### src/rtl/reg_share_arb.sv
// reg_share_arb
// Round-robin arbiter and sequencer that shares one WIDTH-bit register
// between two requesters. A granted requester's operation (load, clear,
// preset or hold) is applied on the closing edge of a one-cycle EXEC state.
// A one-cycle DONE state follows, and done pulses during DONE.
//
// Optional feature macro: REG_SHARE_ARB_LOCK_EN
//   When defined, a 2-bit lock input lets the granted requester chain
//   back-to-back operations without rearbitration (DONE -> EXEC).
//   When undefined, the lock port does not exist and DONE always returns
//   to IDLE.
//
// Ports:
//   clk   in   1      system clock, rising edge
//   clr   in   1      asynchronous active-low reset
//   req   in   2      request lines, bit i belongs to requester i
//   op0   in   2      requester 0 op: 00 load, 01 clear, 10 preset, 11 hold
//   op1   in   2      requester 1 op, same encoding
//   d0    in   WIDTH  requester 0 load data
//   d1    in   WIDTH  requester 1 load data
//   lock  in   2      (REG_SHARE_ARB_LOCK_EN only) per-requester lock
//   gnt   out  2      one-hot grant, zero when idle
//   busy  out  1      high whenever the sequencer is not idle
//   done  out  1      one-cycle pulse after the operation is applied
//   q     out  WIDTH  shared register value
module reg_share_arb #(
  parameter int               WIDTH      = 8,
  parameter logic [WIDTH-1:0] RESET_VAL  = '0,
  parameter logic [WIDTH-1:0] PRESET_VAL = {WIDTH{1'b1}}
) (
  input  logic             clk,
  input  logic             clr,
  input  logic [1:0]       req,
  input  logic [1:0]       op0,
  input  logic [1:0]       op1,
  input  logic [WIDTH-1:0] d0,
  input  logic [WIDTH-1:0] d1,
`ifdef REG_SHARE_ARB_LOCK_EN
  input  logic [1:0]       lock,
`endif
  output logic [1:0]       gnt,
  output logic             busy,
  output logic             done,
  output logic [WIDTH-1:0] q
);

  typedef enum logic [1:0] {
    S_IDLE = 2'b00,
    S_EXEC = 2'b01,
    S_DONE = 2'b10
  } state_t;

  localparam logic [1:0] OP_LOAD   = 2'b00;
  localparam logic [1:0] OP_CLEAR  = 2'b01;
  localparam logic [1:0] OP_PRESET = 2'b10;

  state_t           state;
  logic             sel;
  logic             last;
  logic             winner;
  logic             lock_again;
  logic [1:0]       sel_op;
  logic [WIDTH-1:0] sel_d;

  // On a tie the requester that was not served last wins; a single
  // request always wins outright.
  always_comb begin
    winner = 1'b0;
    case (req)
      2'b01:   winner = 1'b0;
      2'b10:   winner = 1'b1;
      2'b11:   winner = ~last;
      default: winner = 1'b0;
    endcase
  end

  // Only the selected requester's op and data can reach the register.
  assign sel_op = sel ? op1 : op0;
  assign sel_d  = sel ? d1  : d0;

`ifdef REG_SHARE_ARB_LOCK_EN
  assign lock_again = lock[sel] & req[sel];
`else
  assign lock_again = 1'b0;
`endif

  always_ff @(posedge clk or negedge clr) begin
    if (!clr) begin
      state <= S_IDLE;
      sel   <= 1'b0;
      last  <= 1'b1;
      gnt   <= 2'b00;
      busy  <= 1'b0;
      done  <= 1'b0;
      q     <= RESET_VAL;
    end else begin
      case (state)
        S_IDLE: begin
          if (req != 2'b00) begin
            sel   <= winner;
            gnt   <= winner ? 2'b10 : 2'b01;
            busy  <= 1'b1;
            state <= S_EXEC;
          end
        end
        S_EXEC: begin
          // Hold leaves q untouched, so it needs no case arm.
          case (sel_op)
            OP_LOAD:   q <= sel_d;
            OP_CLEAR:  q <= '0;
            OP_PRESET: q <= PRESET_VAL;
            default:   ;
          endcase
          last  <= sel;
          done  <= 1'b1;
          state <= S_DONE;
        end
        S_DONE: begin
          done <= 1'b0;
          // A locked requester keeps its grant and re-enters EXEC directly.
          if (lock_again) begin
            state <= S_EXEC;
          end else begin
            gnt   <= 2'b00;
            busy  <= 1'b0;
            state <= S_IDLE;
          end
        end
        default: begin
          gnt   <= 2'b00;
          busy  <= 1'b0;
          done  <= 1'b0;
          state <= S_IDLE;
        end
      endcase
    end
  end

endmodule

### config.mk
export PLATFORM = sky130hd
export DESIGN_NAME = reg_share_arb
export DESIGN_NICKNAME = d
export VERILOG_FILES = /design/src/rtl/reg_share_arb.sv
export SDC_FILE = /design/constraint.sdc
export NUM_CORES = 1
export LEC_CHECK = 0
export ABC_AREA = 1
export BUFFER_PORTS_ARGS = -buffer_cell sky130_fd_sc_hd__buf_2
export CORE_ASPECT_RATIO = 1.75
export CORE_UTILIZATION = 40
export DETAILED_ROUTE_END_ITERATION = 7
export MAX_ROUTING_LAYER = met4
export PLACE_DENSITY = 0.68
export SYNTH_ARGS = -nofsm -noshare
export SYNTH_HDL_FRONTEND = slang
export SYNTH_SLANG_ARGS = --single-unit
### constraint.sdc
create_clock -name clk -period 2.8 [get_ports clk]
set_clock_uncertainty 0.15 [all_clocks]
set_input_delay 0.56 -clock clk [delete_from_list [all_inputs] [get_ports clk]]
set_output_delay 0.56 -clock clk [all_outputs]
set_load 0.005 [all_outputs]
== Word level (Yosys, flattened, before mapping) ==
Index checks and enable logic that the tools add are counted.
Cells by class
  bitwise operators: 2
  multiplexer cells: 12
  reductions and logical operators: 7
  eq/ne operators: 6
Operator list (count)
  case mux 8 bit (3 select lines): 1
  two-way mux 2 bit: 4
  two-way mux 8 bit: 1
  case mux 2 bit (2 select lines): 2
  == test 2 bit, second input constant: 3
  case mux 1 bit (2 select lines): 3
  AND reduction 2 bit: 3
  == test 2 x 1 -> 1 bit, second input constant: 2
  logical NOT 2 bit: 2
  nonzero test 3 bit: 1
  != test 2 bit, second input constant: 1
  inverter 1 bit: 2
  nonzero test 2 bit: 1
  two-way mux 1 bit: 1
Storage, ports and cells
  word-level logic and storage cells: 34
  input bits: 24
  output and inout bits: 12
  flip-flop bits (word level): 16

== Logic depth before layout (Yosys ltp) ==
Gate-level depths: netlist of run 1.
  word-level depth: 5
  gate-level depth with buffers: 10
  mapped depth without buffers: 10

== Worst setup path after synthesis of run 1 ==
No wires, ideal clock.
  kind: input port to flip-flop
  from: input op1[0]
  to: register q[0]
  slack: 0.951 ns
  path buffers: 0
  arrival: 1.572 ns
  data required time: 2.523 ns
  setup time: 0.127 ns
  stages: 8
  cell sequence: or2_2 -> o21ai_2 -> inv_1 -> ha_1 -> inv_1 -> nand3_4 -> nor2_4 -> a21oi_1
On the way
  longest elaborated chain between the ends: 4
  elaborated cells on any way between the ends: 7
  those cells by class: eq/ne (2); mux (2); reduce/logical (3)
RTL lines
  from (decl): line 35  | input logic [1:0] op1,
  two-way mux 2 bit (*): line 78  | assign sel_op = sel ? op1 : op0;
  == test 2 bit, or another cell as far along: line 108  | case (sel_op)
  nonzero test 3 bit (no line)
  AND reduction 2 bit (no line)
  to (signal assigned): line 109  | OP_LOAD: q <= sel_d;
  to (decl): line 44  | output logic [WIDTH-1:0] q
Every way passes the cells marked *; elsewhere a longest branch is shown, timed or not.
A chain may end at the register's enable or synchronous reset.

== Worst setup path in the final report of run 1 ==
  from: register sel
  to: register q[7]
On the way
  longest elaborated chain between the ends: 4
  elaborated cells on any way between the ends: 8
  those cells by class: eq/ne (2); mux (3); reduce/logical (3)
RTL lines
  from (decl): line 58  | logic sel;
  from (signal assigned): line 100  | sel <= winner;
  two-way mux 2 bit: line 78
  == test 2 bit, or another cell as far along: line 108
  nonzero test 3 bit (no line)
  AND reduction 2 bit (no line)
Several ways; a longest one is shown, not always the timed one.

==> results.toml, run 1 <==
[global_route]
grt_pass1_wl_mm = 3.44
grt_util_met3_pct = 2.03
grt_max_degree = 17
grt.busiest_layer = "met2"
antenna_found_initial = 0
grt_use_total_pct = 19.5
grt_pass1_vias = 841
use_met2_pct = 33.1
overflow = 0
grtUsageMet1_pct = 22.4

[placement]
io_buffers = 35
hpwl_mm = 1.59
place_ws_ns = 0.553
place_area_um2 = 1100
gp_congestion = 0.806

[final_layout]
nFillCells = 224
seq_area_um2 = 402
finalInstanceArea_um2 = 1140
drive_above_1_share_pct = 28.5
fin_util_pct = 53.8
antenna_cells = 0
multi_input_area_um2 = 350
syn_to_final_growth_pct = 23.9
num-nets-final = 192

[synthesis]
synth-edff-count = 0
ys.flop_type = "dfrtp_1"
synthTopCellsByCount = "nand2_1, inv_1, dfrtp_1, nand3_1, a21oi_1"
synthesis.area_um2 = 920
async_reset_ff_share_pct = 100
syn_nets = 155
synth-seq-area-share_pct = 43.7
synth_area_leaders = "dfrtp_1, nand2_1, inv_1, nand3_1, a21oi_1"
yosysUniqueCellTypes = 18
synthCells = 129
yosysTopAreaCell = "dfrtp_1"
avgSynthCellArea_um2 = 7.13
yosysMostFrequentCell = "nand2_1"
synth-seq-cells = 16
synth_warnings = 0
yosys.area.top_type_share_pct = 40.8

[clock_tree]
cts.repair.resized = 0
cts_tree = "yes"
clock-root-buffer = "clkbuf_4"
cts_sinks = 16
clockBufferDepth = 2
cts_hold_buffers = 0
h-tree-depth = 1
clkTransAtPathRegs_ns = 0.10
cts_buffers = 3
clock_latency_ns = 0.29
post-cts-setup-buffers = 0

[worst_setup_path]
critPathKind = "reg -> reg"
critPathCaptureType = "flop"
cp_max_fo = 12
cp_common_cell = "inv_1"
cp_num_buf_inv = 3
crit_family = "simple AND/OR/NAND/NOR gates"
slowest_stage = "dfrtp_1"
max_stage_delay_ns = 0.57
cp-start-kind = "flop"
crit_chain = "inv_1 > or2_2 > o21ai_2 > inv_1 > ha_1 > inv_1 > nand3_4 > nor2_4 > a21oi_1"
cp.required_ns = 2.82
crit_arrival_ns = 2.30

[drt]
ant_nets = 0
drt_iter0_drc = 33
post-route-drc-count = 0
num_vias = 847
routed_wl_mm = 1.96
firstDrtPassIters = 4
routedWlPerCell_um = 10.4
viasPerCell = 4.48

[timing]
min_period_ns = 2.27
worst_slack_ns = 0.526
tightest_slew_ns = 0.354
relSlewSlack_pct = 76.4
max_freq_ghz = 0.440
hold_viol = 0
grt_setup_unrepaired = "no"
setup_viol = 0
drv_slew = 0
finalSetupTns_ns = 0
post-route-period-util_pct = 81.2

[die]
core_area_um2 = 2120
die_area_um2 = 2500
die_w_um = 38.2
die_h_um = 65.4
ios = 36
start_util_pct = 43.4
rows = 22

[run_status]
status = "finished, final reports clean"

[run]
maxCapViolCount = 0

[power_and_ir_drop]
powerDensity_nw_per_um2 = 1040
cellLeakagePower_uw = 0.000741
ir_worst_vdd_v = 0.000489
power_uw = 1190

[hold_path]
hold_path_class = "in -> async"
==> state kept, by name (all words and copies together), names as in the netlist <==
register	cells
q	8
gnt	2
state	2
busy	1
done	1
last	1
sel	1
==> area by class of cell <==
type,count,area share [%]
inverter,39,12.8
multi-input combinational,71,30.7
timing repair buffer,35,15.4
clock buffer,4,3.18
sequential,16,35.2
tap,24,2.63
==> final timing paths <==
path,slack [ns],end,startpoint,cells past startpoint
setup / recovery,0.53,q[7]$_DFFE_PN0P_,sel$_DFFE_PN0P_,9
hold / removal,0.006,q[6]$_DFFE_PN0P_,clr,1
setup reg to reg,0.53,q[7]$_DFFE_PN0P_,sel$_DFFE_PN0P_,9
hold reg to reg,0.33,gnt[1]$_DFFE_PN0P_,gnt[1]$_DFFE_PN0P_,2
max in group asynchronous,2.19,last$_DFFE_PN1P_,clr,1
min in group clk,0.33,gnt[1]$_DFFE_PN0P_,gnt[1]$_DFFE_PN0P_,2
==> layer usage <==
layer / up-vias / share of wire, %
met5: - / 0
met4: 0 / 1.6
met1: 374 / 41
met2: 29 / 54
li1: 440 / -
met3: 4 / 3.7
==> layout by cell type (no fill, tap or decap) <==
cell type / Yosys / final
buf_2: 2 / 35
nor2_4: 1 / 1
ha_1: 2 / 2
or2_2: 1 / 1
nand3_4: 1 / 1
nor2_2: 1 / 1
inv_2: 1 / 1
o21a_4: 1 / 1
dfrtp_1: 15 / 15
dfstp_2: 1 / 1
o21ai_2: 1 / 1
inv_1: 38 / 38
nand2_1: 42 / 42
clkbuf_4: 0 / 3
nand3_1: 9 / 9
a21oi_1: 8 / 8
clkbuf_8: 0 / 1
nor2_1: 2 / 2
o21ai_0: 2 / 2
==> worst register-to-register path: cells and delay by family (launching register included) <==
kind | cells | cell delay, ns
buffers and inverters | 3 | 0.40
adder cells (fa/ha/maj) | 1 | 0.19
flip-flops | 1 | 0.57
AND/OR/NAND/NOR | 3 | 0.67
AO/OA/AOI/OAI | 2 | 0.17
==> cells by family after synthesis <==
family / synth area share, %
and+or+nand+nor: 27.3
AOI/OAI and AO/OA: 8.03
adders and majority gates: 2.72
DFF: 43.7
buffers and inverters: 18.2
==> power breakdown <==
part           leakage [µW]  switching [µW]  internal [µW]
registers          0.000185            79.3            353
logic              0.000535             354            245
clock network     0.0000210            78.1           79.3
==> through the flow <==
| step | std cells | hold WS (ns) |
|---|---|---|
| 2_1_floorplan | 129 | 0.114 |
| 4_1_cts | 189 | 0.0220 |
| 3_5_place_dp | 185 | 0.314 |
| 6_report | 189 | 0.00564 |
| 5_1_grt | 189 | 0.0396 |
| 3_3_place_gp | 185 | 0.312 |
Power figures use the tool's default switching activity.
==> run 2: changes to the inputs <==
clock period = 2.35 ns   (was 2.8 ns; I/O delays follow)
==> run 2 against run 1 <==
Sequential share of layout area decreased by 0.46 points. Wire length increased by 3.1%. Non-clock buffer count increased by 3. Maximum frequency increased by 13%. Largest power group unchanged. Worst setup slack got worse by 0.19 ns. Sequential power increased by 17%. Register-to-register slack got worse by 0.19 ns. Utilization increased by 0.71 points. Critical path type unchanged. Total power increased by 19%. Flip-flop and latch count unchanged.
==> results.toml, run 2 (synthesis gave the netlist of run 1 again) <==
[final_layout]
syn_to_final_growth_pct = 25.6
num-nets-final = 195
reg_top3 = "q: 8 flops, gnt: 2 flops, state: 2 flops"
final_common_cell = "nand2_1"
regMostFlops = "q"
drive_above_1_share_pct = 28.6
largest_reg_flops = 8
antenna_cells = 0
multi_input_area_um2 = 350
most-common-layout-cells = "nand2_1, inv_1, buf_2, dfrtp_1, nand3_1"
seq_area_um2 = 402
nFillCells = 210

[worst_setup_path]
cp-start-kind = "flop"
cp_common_cell = "inv_1"
cp_max_fo = 9
crit_arrival_ns = 2.03
crit_family = "simple AND/OR/NAND/NOR gates"
slowest_stage = "dfrtp_1"
cp.required_ns = 2.37
cp_num_buf_inv = 3
crit_chain = "inv_1 > or2_2 > o21ai_2 > inv_1 > ha_1 > inv_1 > nand3_4 > nor2_4 > a21oi_1"
critPathKind = "reg -> reg"
critPathCaptureType = "flop"
max_stage_delay_ns = 0.47

[drt]
firstDrtPassIters = 3
viasPerCell = 4.55
num_vias = 873
routedWlPerCell_um = 10.5
routed_wl_mm = 2.02
ant_nets = 0
post-route-drc-count = 0
drt_iter0_drc = 32

[global_route]
grt_use_total_pct = 20.5
grt_pass1_vias = 872
grt_pass1_wl_mm = 3.55
grt_max_degree = 17
overflow = 0
antenna_found_initial = 0

[timing]
hold_viol = 0
timing.hold.ws_ns = 0.302
tightest_slew_ns = 0.363
setup_viol = 0
drv_slew = 0
relSlewSlack_pct = 75.8
grt_setup_unrepaired = "no"
finalSetupTns_ns = 0
post-route-period-util_pct = 85.8
min_period_ns = 2.02
max_freq_ghz = 0.496

[run]
maxCapViolCount = 0

[die]
die_area_um2 = 2500
rows = 22
start_util_pct = 43.4
core_area_um2 = 2120
die_w_um = 38.2
ios = 36
die_h_um = 65.4

[placement]
gp_congestion = 0.772
hpwl_mm = 1.59
io_buffers = 35

[power_and_ir_drop]
cellLeakagePower_uw = 0.000749
powerDensity_nw_per_um2 = 1230
power_uw = 1420
ir_worst_vdd_v = 0.000649

[clock_tree]
clockBufferDepth = 2
cts_hold_buffers = 1
h-tree-depth = 1
clkTransAtPathRegs_ns = 0.10
cts.repair.resized = 0
cts_buffers = 3
clock_latency_ns = 0.29
post-cts-setup-buffers = 0
cts_tree = "yes"
clock-root-buffer = "clkbuf_4"
cts_sinks = 16

[run_status]
status = "finished, final reports clean"

[hold_path]
hold_path_class = "in -> reg"
## run 2: worst reg2reg max path: stages, from the launching register on
cell     delay [ns]
dfrtp_1        0.47
inv_1          0.14
or2_2          0.30
o21ai_2        0.08
inv_1          0.06
ha_1           0.19
inv_1          0.08
nand3_4        0.13
nor2_4         0.20
a21oi_1        0.09
## run 2: where the power goes
group / total, µW / internal (µW) / switching [µW]
clock network: 154 / 66.0 / 87.9
registers: 505 / 421 / 84.1
logic: 761 / 315 / 445
total: 1420 / 802 / 617
## run 2: area by class of cell
cell class | count | area share (%)
tap | 24 | 2.60
clock buffer | 4 | 2.28
timing repair buffer | 38 | 17.3
inverter | 39 | 12.7
multi-input combinational | 71 | 30.3
sequential | 16 | 34.8
## run 2: metrics by stage
step	cells	worst slack, ns	util (%)	cell area (µm²)
2_1_floorplan	129	0.591	-	920
3_3_place_gp	187	0.401	52.8	1120
3_5_place_dp	187	0.344	52.8	1120
4_1_cts	192	0.320	54.5	1150
5_1_grt	192	0.211	54.5	1150
6_report	192	0.333	54.5	1150
## run 2: worst paths after layout
kind / from / end / slack [ns] / depth (start not counted)
worst max-delay path: sel$_DFFE_PN0P_ / q[1]$_DFFE_PN0P_ / 0.33 / 9
worst min-delay path: req[0] / state[0]$_DFFE_PN0P_ / 0.30 / 2
worst max register to register: sel$_DFFE_PN0P_ / q[1]$_DFFE_PN0P_ / 0.33 / 9
worst min register to register: gnt[1]$_DFFE_PN0P_ / gnt[1]$_DFFE_PN0P_ / 0.33 / 2
max in group asynchronous: clr / last$_DFFE_PN1P_ / 1.26 / 2
min in group asynchronous: clr / q[6]$_DFFE_PN0P_ / 0.47 / 2
## run 2: per-layer routing
| metal | part of all wire (%) | wire length (µm) | vias to the layer above | track usage [%] |
|---|---|---|---|---|
| met5 | 0 | 0 | - | - |
| met3 | 4.3 | 86 | 5 | 3.04 |
| met2 | 55 | 1120 | 26 | 36.0 |
| met4 | 1.6 | 33 | 0 | 8.04 |
| met1 | 39 | 786 | 395 | 21.8 |
| li1 | - | - | 447 | - |
==> run 3: changes to the inputs <==
--- a/config.mk
+++ b/config.mk
@@ -7,5 +7,5 @@
 export LEC_CHECK = 0
 export ABC_AREA = 1
-export BUFFER_PORTS_ARGS = -buffer_cell sky130_fd_sc_hd__buf_2
+export BUFFER_PORTS_ARGS = -buffer_cell sky130_fd_sc_hd__buf_4
 export CORE_ASPECT_RATIO = 1.75
 export CORE_UTILIZATION = 40
--- a/constraint.sdc
+++ b/constraint.sdc
@@ -3,3 +3,3 @@
 set_input_delay 0.47 -clock clk [delete_from_list [all_inputs] [get_ports clk]]
 set_output_delay 0.47 -clock clk [all_outputs]
-set_load 0.005 [all_outputs]
+set_load 0.02 [all_outputs]
==> run 3 against run 2 <==
Utilization up 4.6 points. Sequential power up 2%. Wire length down 3.0%. Hold slack worse by 0.0072 ns. Worst setup slack better by 0.00059 ns.
==> results.toml, run 3 (synthesis gave the netlist of run 1 again) <==
[timing]
finalSetupTns_ns = 0
setup_viol = 0
hold_viol = 0
max_freq_ghz = 0.496
min_period_ns = 2.02
post-route-period-util_pct = 85.8
relSlewSlack_pct = 79.2
worst_slack_ns = 0.334
tightest_slew_ns = 0.311
drv_slew = 0
grt_setup_unrepaired = "no"

[final_layout]
antenna_cells = 0
finalInstanceArea_um2 = 1250
syn_to_final_growth_pct = 36.2
final_common_cell = "nand2_1"
drive_above_1_share_pct = 29.2
most-common-layout-cells = "nand2_1, inv_1, buf_4, dfrtp_1, nand3_1"
regMostFlops = "q"
nFillCells = 194
reg_top3 = "q: 8 flops, gnt: 2 flops, state: 2 flops"
largest_reg_flops = 8
num-nets-final = 195

[global_route]
use_met2_pct = 36.2
grt_pass1_vias = 869
overflow = 0
antenna_found_initial = 0
grt_use_total_pct = 19.8
grt_pass1_wl_mm = 3.53
grt_max_degree = 17
grtUsageMet1_pct = 20.8
grt.busiest_layer = "met2"
grt_util_met3_pct = 1.01

[worst_setup_path]
cp_common_cell = "inv_1"
crit_family = "simple AND/OR/NAND/NOR gates"
cp_num_buf_inv = 3
cp-start-kind = "flop"
cp_max_fo = 9
max_stage_delay_ns = 0.49
startpoint = "sel$_DFFE_PN0P_"
crit_arrival_ns = 2.03
rr_startpoint = "sel$_DFFE_PN0P_"
critPathKind = "reg -> reg"
critPathCaptureType = "flop"
cp.required_ns = 2.37
crit_chain = "inv_1 > or2_2 > o21ai_2 > inv_1 > ha_1 > inv_1 > nand3_4 > nor2_4 > a21oi_1"
slowest_stage = "dfrtp_1"

[clock_tree]
h-tree-depth = 1
clock-root-buffer = "clkbuf_4"
cts.repair.resized = 0
clock_latency_ns = 0.28
clockBufferDepth = 2
cts_sinks = 16
cts_tree = "yes"
clkTransAtPathRegs_ns = 0.09
cts_buffers = 3
cts_hold_buffers = 1
post-cts-setup-buffers = 0

[power_and_ir_drop]
pwr-share-seq_pct = 31.4
powerDensity_nw_per_um2 = 1310
switchingPower_uw = 741
combPwrFrac_pct = 57.7
cellLeakagePower_uw = 0.000786
pwr-share-clk_pct = 10.9
ir_worst_vdd_v = 0.000624
internal-power_uw = 899
p_sw_share_pct = 45.2

[drt]
firstDrtPassIters = 4
routed_wl_mm = 1.96
drt_iter0_drc = 32
post-route-drc-count = 0
ant_nets = 0
routedWlPerCell_um = 10.2
viasPerCell = 4.61
num_vias = 886

[die]
core_area_um2 = 2120
ios = 36
rows = 22
die_h_um = 65.4
die_area_um2 = 2500
start_util_pct = 43.4
die_w_um = 38.2

[run_status]
status = "finished, final reports clean"

[hold_path]
hold_path_class = "in -> reg"
hp-start = "req[0]"

[placement]
hpwl_mm = 1.54
io_buffers = 35
place_area_um2 = 1210
gp_congestion = 0.730
place_ws_ns = 0.307

[run]
maxCapViolCount = 0
[run 3: cell counts in the layout (fill, tap and decap cells not counted)]
No cell type changed its count.
[run 3: final cells by class]
cell class / instances / area [µm²] / share of cell area (%)
flip-flops and latches: 16 / 402 / 32.1
multi-input cells: 71 / 350 / 28.0
repair buffers: 38 / 288 / 23.0
inverters: 39 / 146 / 11.7
clock buffers: 4 / 36.3 / 2.90
well taps: 24 / 30.0 / 2.40
[run 3: stage by stage]
stage	instances	util (%)	total power, µW	hold slack (ns)
6_report	192	59.1	1640	0.295
2_1_floorplan	129	-	1160	0.0244
3_3_place_gp	187	56.9	1450	0.187
4_1_cts	192	59.1	1660	0.289
3_5_place_dp	187	56.9	1480	0.191
5_1_grt	192	59.1	1790	0.290
[run 3: metal layers]
layer / routed length [µm] / up-vias
li1: - / 450
met1: 780 / 401
met2: 1050 / 31
met3: 105 / 4
met4: 31 / 0
met5: 0 / -
[run 3: power groups by stage]
stage               clock network [µW]  registers (µW)  logic [µW]
finish                             179             515         947
global route                       203             529        1060
CTS                                184             515         959
detailed placement                   0             521         954
global placement                     0             515         933
floorplan                            0             621         536
[run 3: worst paths after layout]
path,endpoint,slack [ns],depth (start not counted)
max,q[7]$_DFFE_PN0P_,0.33,9
min,state[0]$_DFFE_PN0P_,0.30,2
max reg2reg,q[7]$_DFFE_PN0P_,0.33,9
min reg2reg,busy$_DFFE_PN0P_,0.34,2
max in group asynchronous,last$_DFFE_PN1P_,1.38,2
min in group asynchronous,q[7]$_DFFE_PN0P_,0.43,2
